### src/rtl/fifo_stream_reader.sv
// Read-side controller for the dual-port BRAM FIFO: credit-based read enable,
// latency-absorbing skid buffer, and a valid/ready output stream.
module fifo_stream_reader #(
    parameter int DW         = 24,
    parameter int RD_LATENCY = 1,
    parameter int BUF_DEPTH  = RD_LATENCY + 2,
    parameter int BW         = $clog2(BUF_DEPTH + 1)
) (
    input  logic          clk,
    input  logic          rst,
    input  logic          i_rempty,
    output logic          o_rd,
    input  logic [DW-1:0] i_rdata,
    output logic          o_valid,
    output logic [DW-1:0] o_data,
    input  logic          i_ready,
    output logic [BW-1:0] o_level
);
    localparam int PW = (BUF_DEPTH > 1) ? $clog2(BUF_DEPTH) : 1;
    localparam logic [BW:0] DEPTH_C = (BW + 1)'(BUF_DEPTH);

    logic [RD_LATENCY-1:0] flight_reg, flight_next;
    logic [DW-1:0]         mem [BUF_DEPTH];
    logic [PW-1:0]         wr_ptr_reg, rd_ptr_reg, rd_ptr_inc;
    logic [BW-1:0]         occ_reg, occ_next;
    logic [BW-1:0]         inflight, inflight_next;
    logic [DW-1:0]         data_reg, data_next;
    logic [BW-1:0]         level_reg;
    logic                  push, pop;

    function automatic logic [PW-1:0] ptr_inc(input logic [PW-1:0] p);
        return (p == PW'(BUF_DEPTH - 1)) ? '0 : p + PW'(1);
    endfunction

    function automatic logic [BW-1:0] ones(input logic [RD_LATENCY-1:0] v);
        logic [BW-1:0] n = '0;
        for (int i = 0; i < RD_LATENCY; i++) n = n + BW'(v[i]);
        return n;
    endfunction

    assign inflight = ones(flight_reg);
    assign o_rd     = rst && !i_rempty && (({1'b0, occ_reg} + {1'b0, inflight}) < DEPTH_C);
    assign push     = flight_reg[RD_LATENCY-1];
    assign o_valid  = (occ_reg != '0);
    assign pop      = o_valid && i_ready;
    assign o_data   = data_reg;
    assign o_level  = level_reg;

    // Each bit marks one outstanding read; the top bit is the word arriving now.
    assign flight_next[0] = o_rd;
    generate
        for (genvar gi = 1; gi < RD_LATENCY; gi++) begin : g_flight
            assign flight_next[gi] = flight_reg[gi-1];
        end
    endgenerate

    assign inflight_next = ones(flight_next);

    // The head word lives in data_reg; on a pop it is refilled from the next
    // stored slot, or straight from i_rdata when that arriving word is next.
    always_comb begin
        rd_ptr_inc = ptr_inc(rd_ptr_reg);
        occ_next   = occ_reg + BW'(push) - BW'(pop);
        data_next  = data_reg;
        if (pop) begin
            if (occ_reg > BW'(1))
                data_next = mem[rd_ptr_inc];
            else if (push)
                data_next = i_rdata;
        end else if ((occ_reg == '0) && push) begin
            data_next = i_rdata;
        end
    end

    always_ff @(posedge clk) begin
        if (push)
            mem[wr_ptr_reg] <= i_rdata;
    end

    always_ff @(posedge clk) begin
        if (!rst) begin
            flight_reg <= '0;
            wr_ptr_reg <= '0;
            rd_ptr_reg <= '0;
            occ_reg    <= '0;
            data_reg   <= '0;
            level_reg  <= '0;
        end else begin
            flight_reg <= flight_next;
            occ_reg    <= occ_next;
            data_reg   <= data_next;
            level_reg  <= occ_next + inflight_next;
            if (push)
                wr_ptr_reg <= ptr_inc(wr_ptr_reg);
            if (pop)
                rd_ptr_reg <= rd_ptr_inc;
        end
    end
endmodule

### config.mk
export PLATFORM = sky130hd
export DESIGN_NAME = fifo_stream_reader
export DESIGN_NICKNAME = d
export VERILOG_FILES = /design/src/rtl/fifo_stream_reader.sv
export SDC_FILE = /design/constraint.sdc
export NUM_CORES = 1
export LEC_CHECK = 0
export BUFFER_PORTS_ARGS = -buffer_cell sky130_fd_sc_hd__buf_2
export CORE_ASPECT_RATIO = 1.75
export CORE_MARGIN = 2
export CORE_UTILIZATION = 35
export DETAILED_ROUTE_END_ITERATION = 10
export PLACE_DENSITY = 0.5
export SLEW_MARGIN = 20
export SYNTH_ARGS = -nofsm -noshare
export SYNTH_HDL_FRONTEND = slang
export SYNTH_SLANG_ARGS = --single-unit
### constraint.sdc
create_clock -name clk -period 3.81 [get_ports clk]
set_input_delay 0.1905 -clock clk [delete_from_list [all_inputs] [get_ports clk]]
set_output_delay 0.1905 -clock clk [all_outputs]
set_load 0.01 [all_outputs]
==> impl_metrics.tcl, run 1 <==
set metrics [dict create \
    cap_violations 0 \
    crit_slowest_cell "a2111oi_0" \
    fin_crit_ps 2140 \
    p_clk_share_pct 38.5 \
    postRouteAntennaNets 0 \
    grt_overflow 0 \
    seqCellArea_mm2 0.00282 \
    p_switching_uw 485 \
    fp-row-count 52 \
    cts_tree "built" \
    p_leak_uw 0.00192 \
    die_x_um 86.6 \
    r2r_start "flight_reg$_SDFF_PN0_" \
    clock_latency_ps 340 \
    synth_edf_count 72 \
    postSynth.asyncResetShare_pct 0 \
    fin_crit_sh_pct 56.2 \
    worst_pin_slew_ps 923 \
    synth_flop_cell "edfxtp_1" \
    internal_power_uw 1850 \
    seq_power_share_pct 54.9 \
    reg2reg_slack_ps 1860 \
    synth_common_cells "72 x edfxtp_1, 46 x o21ai_0, 33 x dfxtp_1" \
    antennaDiodeCount 0 \
    dp_cells 507 \
    initial_utilization_pct 36.1 \
    via_count 2599 \
    hold_path.class "in -> reg" \
    ys_ff_latch 105 \
    num_io_pins 56 \
    ir_worst_vdd_v 0.000215 \
    slew_violations 0 \
    critPathCaptureType "output port" \
    status "completed" \
    hold_path_depth 2 \
    ctsResizeCount 0 \
    htree_levels 3 \
    cts_buffers 9 \
    grt_max_degree 52 \
    slew_headroom_pct 38.5 \
    portBuffers 55 \
    multi_input_area_mm2 0.00112 \
    synthesis.nets 365 \
    synth_warnings 0 \
    fin_skew_ps 8.63 \
    syn_avg_cell_area_um2 12.5 \
    routedWlPerCell_um 16.4 \
    dieArea_mm2 0.0129 \
    final-setup-viol-count 0 \
    place_hpwl_um 5120 \
    path_cells "ha_1 -> ha_1 -> a2111oi_0 -> buf_2" \
    critPathMaxStageDelay_ps 530 \
    r2r_end "o_level[0]$_SDFF_PN0_" \
    synth.most_common_cell "edfxtp_1" \
    first_pass_iters 4 \
    switching_share_pct 20.7 \
    core_mm2 0.0116 \
    post-route-util_pct 41.6 \
    n_fill_cell 1135 \
    cts_setup_buffers 0 \
    holdBufCountCts 0 \
    yosysUniqueCellTypes 26 \
    netlist_area_mm2 0.00418 \
    synth_area_leaders "edfxtp_1 52%, dfxtp_1 16%, mux2_2 6.5%" \
    cp-start-kind "flip-flop" \
    dpl_worst_slack_ps 1830 \
    clockBufferDepth 2 \
    min-delay-start "i_rempty" \
    synth.largest_area_cell "edfxtp_1" \
    largest_register "mem" \
    nets 415 \
    grt_use_total_pct 14.4 \
    fin_setup_tns_ps 0 \
    path_depth 4 \
    setup_ws_ps 1670 \
    crit_buf_inv 1 \
    drtIter0Drc 147 \
    largest_register_ffs 72 \
    cp_top_family "compound AO/OA/AOI/OAI gates" \
    rsz0062_at_grt "no" \
    die_y_um 148 \
    grt_pass1_vias 2603 \
    cts_num_sinks 105 \
    crit_type "reg -> out" \
    r2r_cells 5 \
    gp_congestion 0.683 \
    worstPathMaxFanout 6 \
    worstPathArrival_ps 1950 \
    powerDensity_mw_per_mm2 485 \
    syn_to_final_growth_pct 15.4 \
    clk_pin_slew_worst_paths_ps 60 \
    viasPerCell 4.97 \
    final_cell_area_mm2 0.00482 \
    combinationalPowerShare_pct 6.6 \
    max_freq_mhz 467 \
    grt_pass1_wl_um 13800 \
    antenna_found_initial 0 \
    dpl_cell_area_mm2 0.00453 \
    cts_root_buf "clkbuf_16" \
    fin_cells 523 \
    critPathRequiredTime_ps 3620 \
    drc_errors 0 \
    crit_top_cell "ha_1" \
    drive_gt1_share_pct 26.5 \
    netlist.area_leader.share_pct 51.8 \
    wl_um 8600 \
    syn_inst 333 \
    hold_violations 0 \
    min_to "flight_reg$_SDFF_PN0_" \
    seq_area_frac_synth_pct 67.6 \
]
-- worst max-delay path by stage --
stage	startpoint	end	slack [ps]
after global placement	rst	o_level[0]$_SDFF_PN0_	1790
after CTS	flight_reg$_SDFF_PN0_	o_rd	1620
after detailed placement	rst	o_level[0]$_SDFF_PN0_	1830
after global routing	flight_reg$_SDFF_PN0_	o_rd	1490
after floorplan	flight_reg$_SDFF_PN0_	mem[0][0]$_DFFE_PP_	1150
final	flight_reg$_SDFF_PN0_	o_rd	1670
-- layout by cell type (no fill, tap or decap) --
cell type  Yosys  layout
a2111oi_0      2       2
a21oi_1       28      28
a21oi_4        1       1
a31oi_1       24      24
and2_1         2       2
buf_2          2      55
buf_4          3       6
bufinv_16      0       1
clkbuf_1       9       5
clkbuf_16      0       9
clkbuf_8       0       1
dfxtp_1       33      32
dfxtp_2        0       1
edfxtp_1      72      72
ha_1           4       4
inv_1         27      27
mux2_2        24      24
mux2i_1        2       2
nand2_1       28      27
nand2_2        0       1
nand2b_1       1       1
nor2_1         8       6
nor2_2         0       2
nor3_1         2       1
nor3_2         0       1
nor3b_1        1       1
o21ai_0       46      46
o21ai_1        4       4
or2_4          1       1
xor2_1         1       1
-- stage by stage --
stage | total power [uW] | hold slack, ps
2_1_floorplan | 1400 | 280
3_3_place_gp | 1460 | 380
3_5_place_dp | 1470 | 385
4_1_cts | 2370 | 19.8
5_1_grt | 2440 | 27.6
6_report | 2340 | 33.9
-- area by class of cell --
| type | instances | share of cell area, % |
|---|---|---|
| flip-flops and latches | 105 | 58.6 |
| clock buffers | 15 | 5.35 |
| repair buffers | 61 | 6.65 |
| inverters | 27 | 2.10 |
| well taps | 135 | 3.51 |
| multi-input cells | 179 | 23.2 |
| clock inverters | 1 | 0.623 |
-- logic make-up after synthesis --
| group | count (synthesis) | share of synthesized area [%] |
|---|---|---|
| flip-flops | 105 | 67.6 |
| AO/OA/AOI/OAI | 105 | 13.8 |
| buffers and inverters | 49 | 5.96 |
| XOR/XNOR | 1 | 0.210 |
| AND/OR/NAND/NOR | 43 | 4.32 |
| multiplexers | 26 | 6.95 |
| adder cells (fa/ha/maj) | 4 | 1.20 |
-- per-layer routing --
| metal | track usage (%) | part of all wire [%] |
|---|---|---|
| met5 | 0 | 0 |
| met1 | 17.7 | 44 |
| met4 | 5.86 | 1.7 |
| met2 | 24.0 | 51 |
| met3 | 3.33 | 3.0 |
-- power by group through the flow --
stage / Sequential (uW) / Clock, uW / Combinational [uW]
2_1_floorplan: 1310 / 0 / 86.5
3_3_place_gp: 1310 / 0 / 156
3_5_place_dp: 1310 / 0 / 158
4_1_cts: 1280 / 927 / 159
5_1_grt: 1290 / 979 / 175
6_report: 1280 / 900 / 155
-- worst register-to-register path, stage by stage (launching register included) --
cell and delay, ps:
dfxtp_1 360, ha_1 220, ha_1 270, a2111oi_0 530
ha_1 320, and2_1 150
Note: power is estimated with default switching activity, not from simulation.
==> inputs of run 2 (changes only) <==
- clock period: 3.81 -> 2.15 ns (I/O delays scaled with it)
==> run 2 against run 1 <==
  * Non-clock buffer count rose by 30
  * Worst hold slack got worse by 9.7 ps
  * Clock power rose by 70%
  * Final cell count rose by 5.7%
  * Die area did not move
  * Total power rose by 76%
  * Utilization rose by 2.7 points
  * Routed wire length rose by 2.8%
  * Global-route usage rose by 0.24 points
  * Flip-flop and latch count did not move
  * Setup slack got worse by 1500 ps
==> impl_metrics.tcl, run 2 (synthesis results as in run 1) <==
set metrics [dict create \
    clock_latency_ps 350 \
    max_freq_mhz 515 \
    path_cells "ha_1 -> ha_1 -> a2111oi_2 -> buf_2" \
    status "completed" \
    antennaDiodeCount 0 \
    fp-row-count 52 \
    p_leak_uw 0.00205 \
    fin_setup_tns_ps 0 \
    dieArea_mm2 0.0129 \
    num_io_pins 56 \
    routedWlPerCell_um 16.0 \
    path_depth 4 \
    clk_pin_slew_worst_paths_ps 70 \
    worst_pin_slew_ps 446 \
    viasPerCell 5.02 \
    die_y_um 148 \
    grt_pass1_wl_um 14200 \
    reg2reg_slack_ps 340 \
    cts_root_buf "clkbuf_16" \
    cp-endpoint "o_rd" \
    powerDensity_mw_per_mm2 804 \
    clockBufferDepth 2 \
    grt_use_total_pct 14.6 \
    nets 445 \
    syn_to_final_growth_pct 22.9 \
    grt_pass1_vias 2840 \
    critPathLaunch "flight_reg$_SDFF_PN0_" \
    cts_num_sinks 105 \
    htree_levels 3 \
    worstPathMaxFanout 6 \
    drtIter0Drc 171 \
    crit_buf_inv 1 \
    final-setup-viol-count 0 \
    wl_um 8840 \
    gp_congestion 0.707 \
    fin_crit_ps 1940 \
    cp_top_family "adder cells" \
    die_x_um 86.6 \
    internal_power_uw 3180 \
    n_fill_cell 1121 \
    initial_utilization_pct 36.1 \
    fin_skew_ps 6.32 \
    crit_slowest_cell "a2111oi_2" \
    hold_violations 0 \
    rsz0062_at_grt "no" \
    cap_violations 0 \
    p_switching_uw 948 \
    r2r_cells 5 \
    ir_worst_vdd_v 0.000512 \
    drive_gt1_share_pct 27.8 \
    worstPathArrival_ps 1830 \
    most-common-layout-cells "72 x edfxtp_1, 55 x buf_2, 46 x o21ai_0, 32 x dfxtp_1, 28 x a21oi_1" \
    antenna_found_initial 0 \
    r2r_end "o_level[0]$_SDFF_PN0_" \
    final_common_cell "edfxtp_1" \
    crit_type "reg -> out" \
    largest_register_ffs 72 \
    slew_headroom_pct 70.3 \
    fin_crit_sh_pct 90.3 \
    first_pass_iters 4 \
    grt_overflow 0 \
    critPathMaxStageDelay_ps 400 \
    crit_top_cell "ha_1" \
    hold_path.class "in -> reg" \
    dp_cells 514 \
    fin_cells 553 \
    drc_errors 0 \
    postRouteAntennaNets 0 \
    p_clk_share_pct 37.1 \
    critPathCaptureType "output port" \
    cts_buffers 9 \
    seq_power_share_pct 55.0 \
    combinationalPowerShare_pct 7.9 \
    core_mm2 0.0116 \
    largest_register "mem" \
    slew_violations 0 \
    r2r_start "flight_reg$_SDFF_PN0_" \
    critPathRequiredTime_ps 2040 \
    grt_max_degree 49 \
    place_hpwl_um 5510 \
    portBuffers 55 \
    via_count 2777 \
    switching_share_pct 23.0 \
    cts_setup_buffers 0 \
    cts_tree "built" \
    cp-start-kind "flip-flop" \
]
run 2: cell types whose count changed in the layout (fill, tap and decap cells not counted), sizes merged:
cell	delta
bufinv	-1
clkbuf	-6
clkinvlp	+2
buf	+7
inv	+1
clkinv	+4
dlygate4sd3	+23
run 2: worst min-delay path by stage:
stage / slack (ps) / start / cells after the start / to
3_3_place_gp: 320 / i_rempty / 2 / flight_reg$_SDFF_PN0_
4_1_cts: 3 / i_rdata[3] / 1 / mem[2][3]$_DFFE_PP_
6_report: 20 / i_rdata[3] / 1 / mem[0][3]$_DFFE_PP_
3_5_place_dp: 320 / i_rempty / 2 / flight_reg$_SDFF_PN0_
5_1_grt: 10 / i_rdata[3] / 1 / mem[2][3]$_DFFE_PP_
2_1_floorplan: 200 / i_rempty / 1 / flight_reg$_SDFF_PN0_
run 2: worst reg2reg max path: cells and delay by family (launching register included):
family	cells	cell delay, ps
simple gates	1	150
fa+ha+maj	3	810
compound gates	1	400
flops	1	370
run 2: area by class of cell:
type,count,area [um^2],share of cell area [%]
flip-flops and latches,105,2820,55.0
multi-input cells,179,1130,22.0
repair buffers,91,628,12.2
clock buffers,9,225,4.39
well taps,135,169,3.29
inverters,27,101,1.98
clock inverters,7,55.1,1.07
run 2: timing repair:
| item | CTS | global route |
|---|---|---|
| endpoints found under the setup margin | 0 | 1 |
| hold buffers | 23 | 0 |
| resized for setup | 0 | 1 |
| hold endpoints to repair | 67 | 0 |
run 2: power by group through the flow:
stage	clock network, uW	logic, uW	registers, uW
after floorplan	0	154	2330
after global placement	0	292	2310
after detailed placement	0	296	2320
after CTS	1560	329	2270
after global routing	1640	362	2280
final	1530	325	2270
run 2: metrics by stage:
stage,instance area (um^2),utilization [%],power (uW),setup slack (ps),hold WS [ps]
after floorplan,4180,-,2480,53.6,197
after global placement,4620,39.9,2600,258,321
after detailed placement,4620,39.9,2610,258,322
after CTS,5130,44.3,4160,111,3.40
after global routing,5130,44.3,4280,92.3,11.9
final,5130,44.3,4120,210,24.2
run 2: metal layers:
layer | global-route usage [%] | wire length [um] | up-vias | share of wire (%)
met2 | 26.5 | 4870 | 54 | 55
met4 | 7.11 | 246 | 0 | 2.8
li1 | - | - | 1366 | -
met3 | 2.61 | 249 | 14 | 2.8
met5 | 0 | 0 | - | 0
met1 | 16.0 | 3480 | 1343 | 39
==> inputs of run 3 (changes only) <==
- CORE_ASPECT_RATIO: 1.75 -> 0.7
==> run 3 against run 2 <==
  * Sequential power about the same
  * Setup slack lost 29 ps
  * Cell area about the same
  * Clock skew fell by 1.7 ps
  * Flip-flop and latch count is the same
  * Highest routed layer unchanged
  * Via count shrank 3.6%
  * Largest power group unchanged
==> impl_metrics.tcl, run 3 (synthesis results as in run 1) <==
set metrics [dict create \
    status "completed" \
    wl_um 8510 \
    min-delay-start "i_rdata[22]" \
    grt_pass1_wl_um 13500 \
    portBuffers 55 \
    path_cells "ha_1 -> ha_1 -> a2111oi_2 -> buf_2" \
    first_pass_iters 5 \
    critPathMaxStageDelay_ps 440 \
    r2r_start "flight_reg$_SDFF_PN0_" \
    n_fill_cell 1105 \
    crit_top_cell "ha_1" \
    dp_cells 536 \
    fin_crit_ps 1970 \
    rsz0062_at_grt "no" \
    die_y_um 95.4 \
    cp-start-kind "flip-flop" \
    hold_path.class "in -> reg" \
    critPathRequiredTime_ps 2040 \
    dieArea_mm2 0.0128 \
    min_to "mem[0][22]$_DFFE_PP_" \
    final_common_cell "edfxtp_1" \
    cts_setup_buffers 0 \
    r2r_cells 5 \
    worst_pin_slew_ps 557 \
    cap_violations 0 \
    slew_headroom_pct 62.8 \
    max_freq_mhz 508 \
    powerDensity_mw_per_mm2 788 \
    power_uw 4040 \
    hold_violations 0 \
    postRouteAntennaNets 0 \
    drtIter0Drc 123 \
    syn_to_final_growth_pct 22.8 \
    fin_skew_ps 4.61 \
    core_mm2 0.0117 \
    antenna_found_initial 0 \
    crit_slowest_cell "a2111oi_2" \
    switching_share_pct 21.7 \
    gp_congestion 0.741 \
    num_io_pins 56 \
    clock_latency_ps 340 \
    drc_errors 0 \
    largest_register "mem" \
    reg2reg_slack_ps 300 \
    critPathCaptureType "output port" \
    via_count 2678 \
    fin_crit_sh_pct 91.6 \
    worstPathMaxFanout 6 \
    p_switching_uw 878 \
    place_hpwl_um 5130 \
    grt_max_degree 49 \
    crit_type "reg -> out" \
    final-setup-viol-count 0 \
    worstPathArrival_ps 1860 \
    crit_buf_inv 1 \
    grt_use_total_pct 14.2 \
    drive_gt1_share_pct 26.6 \
    internal_power_uw 3160 \
    slew_violations 0 \
    largest_register_ffs 72 \
    nets 445 \
    post-route-util_pct 43.9 \
    cp_top_family "adder cells" \
    seq_power_share_pct 56.2 \
    clk_pin_slew_worst_paths_ps 60 \
    fp-row-count 33 \
    antennaDiodeCount 0 \
    combinationalPowerShare_pct 8.0 \
    grt_overflow 0 \
    most-common-layout-cells "72 x edfxtp_1, 55 x buf_2, 46 x o21ai_0, 32 x dfxtp_1, 28 x a21oi_1" \
    fin_setup_tns_ps 0 \
    initial_utilization_pct 35.7 \
    cts_buffers 9 \
    viasPerCell 4.66 \
    cts_root_buf "clkbuf_16" \
    htree_levels 3 \
    r2r_end "o_level[0]$_SDFF_PN0_" \
    routedWlPerCell_um 14.8 \
    hold_path_depth 1 \
    clockBufferDepth 2 \
    fin_cells 575 \
    cts_tree "built" \
    ir_worst_vdd_v 0.000461 \
    p_leak_uw 0.00204 \
    die_x_um 135 \
    p_clk_share_pct 35.8 \
    cts_num_sinks 105 \
    grt_pass1_vias 2491 \
]
[run 3: how the worst max path moves through the flow]
stage | from | end | slack, ps | depth (start not counted)
6_report | flight_reg$_SDFF_PN0_ | o_rd | 180 | 4
5_1_grt | flight_reg$_SDFF_PN0_ | o_rd | 90 | 4
4_1_cts | flight_reg$_SDFF_PN0_ | o_rd | 60 | 4
3_5_place_dp | flight_reg$_SDFF_PN0_ | o_level[0]$_SDFF_PN0_ | 180 | 5
3_3_place_gp | flight_reg$_SDFF_PN0_ | o_level[0]$_SDFF_PN0_ | 260 | 5
2_1_floorplan | flight_reg$_SDFF_PN0_ | o_level[0]$_SDFF_PN0_ | 50 | 5
[run 3: final cells by class]
cell class | count | area (um^2) | share of cell area, %
timing repair buffer | 91 | 616 | 12.0
inverter | 27 | 101 | 1.98
multi-input combinational | 179 | 1130 | 22.1
clock buffer | 12 | 236 | 4.61
clock inverter | 4 | 20.0 | 0.390
tap | 157 | 196 | 3.83
sequential | 105 | 2820 | 55.1
[run 3: metal layers]
layer / track usage [%] / up-vias / routed length [um]
li1: - / 1367 / -
met1: 19.4 / 1253 / 4230
met2: 22.0 / 49 / 3850
met3: 3.99 / 9 / 351
met4: 4.47 / 0 / 78
met5: 0 / - / 0
[run 3: through the flow]
stage / setup WS, ps / instance area (um^2) / hold slack (ps)
2_1_floorplan: 53.6 / 4180 / 197
3_3_place_gp: 257 / 4640 / 321
3_5_place_dp: 178 / 4640 / 320
4_1_cts: 57.2 / 5120 / 4.73
5_1_grt: 88.6 / 5130 / 5.96
6_report: 181 / 5130 / 7.25
[run 3: power by group through the flow]
stage          sequential (uW)  clock [uW]  combinational (uW)
6_report                  2270        1450                 323
5_1_grt                   2280        1570                 363
4_1_cts                   2270        1500                 327
3_5_place_dp              2310           0                 293
3_3_place_gp              2310           0                 290
2_1_floorplan             2330           0                 154
[run 3: repair_timing]
action                                  CTS  global route
endpoints found under the hold margin    67             0
gates resized for setup                   0             1
hold buffers                             23             0
endpoints found under the setup margin    0             1
[run 3: worst reg2reg max path, stage by stage, from the launching register on]
cell and delay, ps:
dfxtp_1 360, ha_1 220, ha_1 300, a2111oi_2 440, ha_1 290, and2_1 140
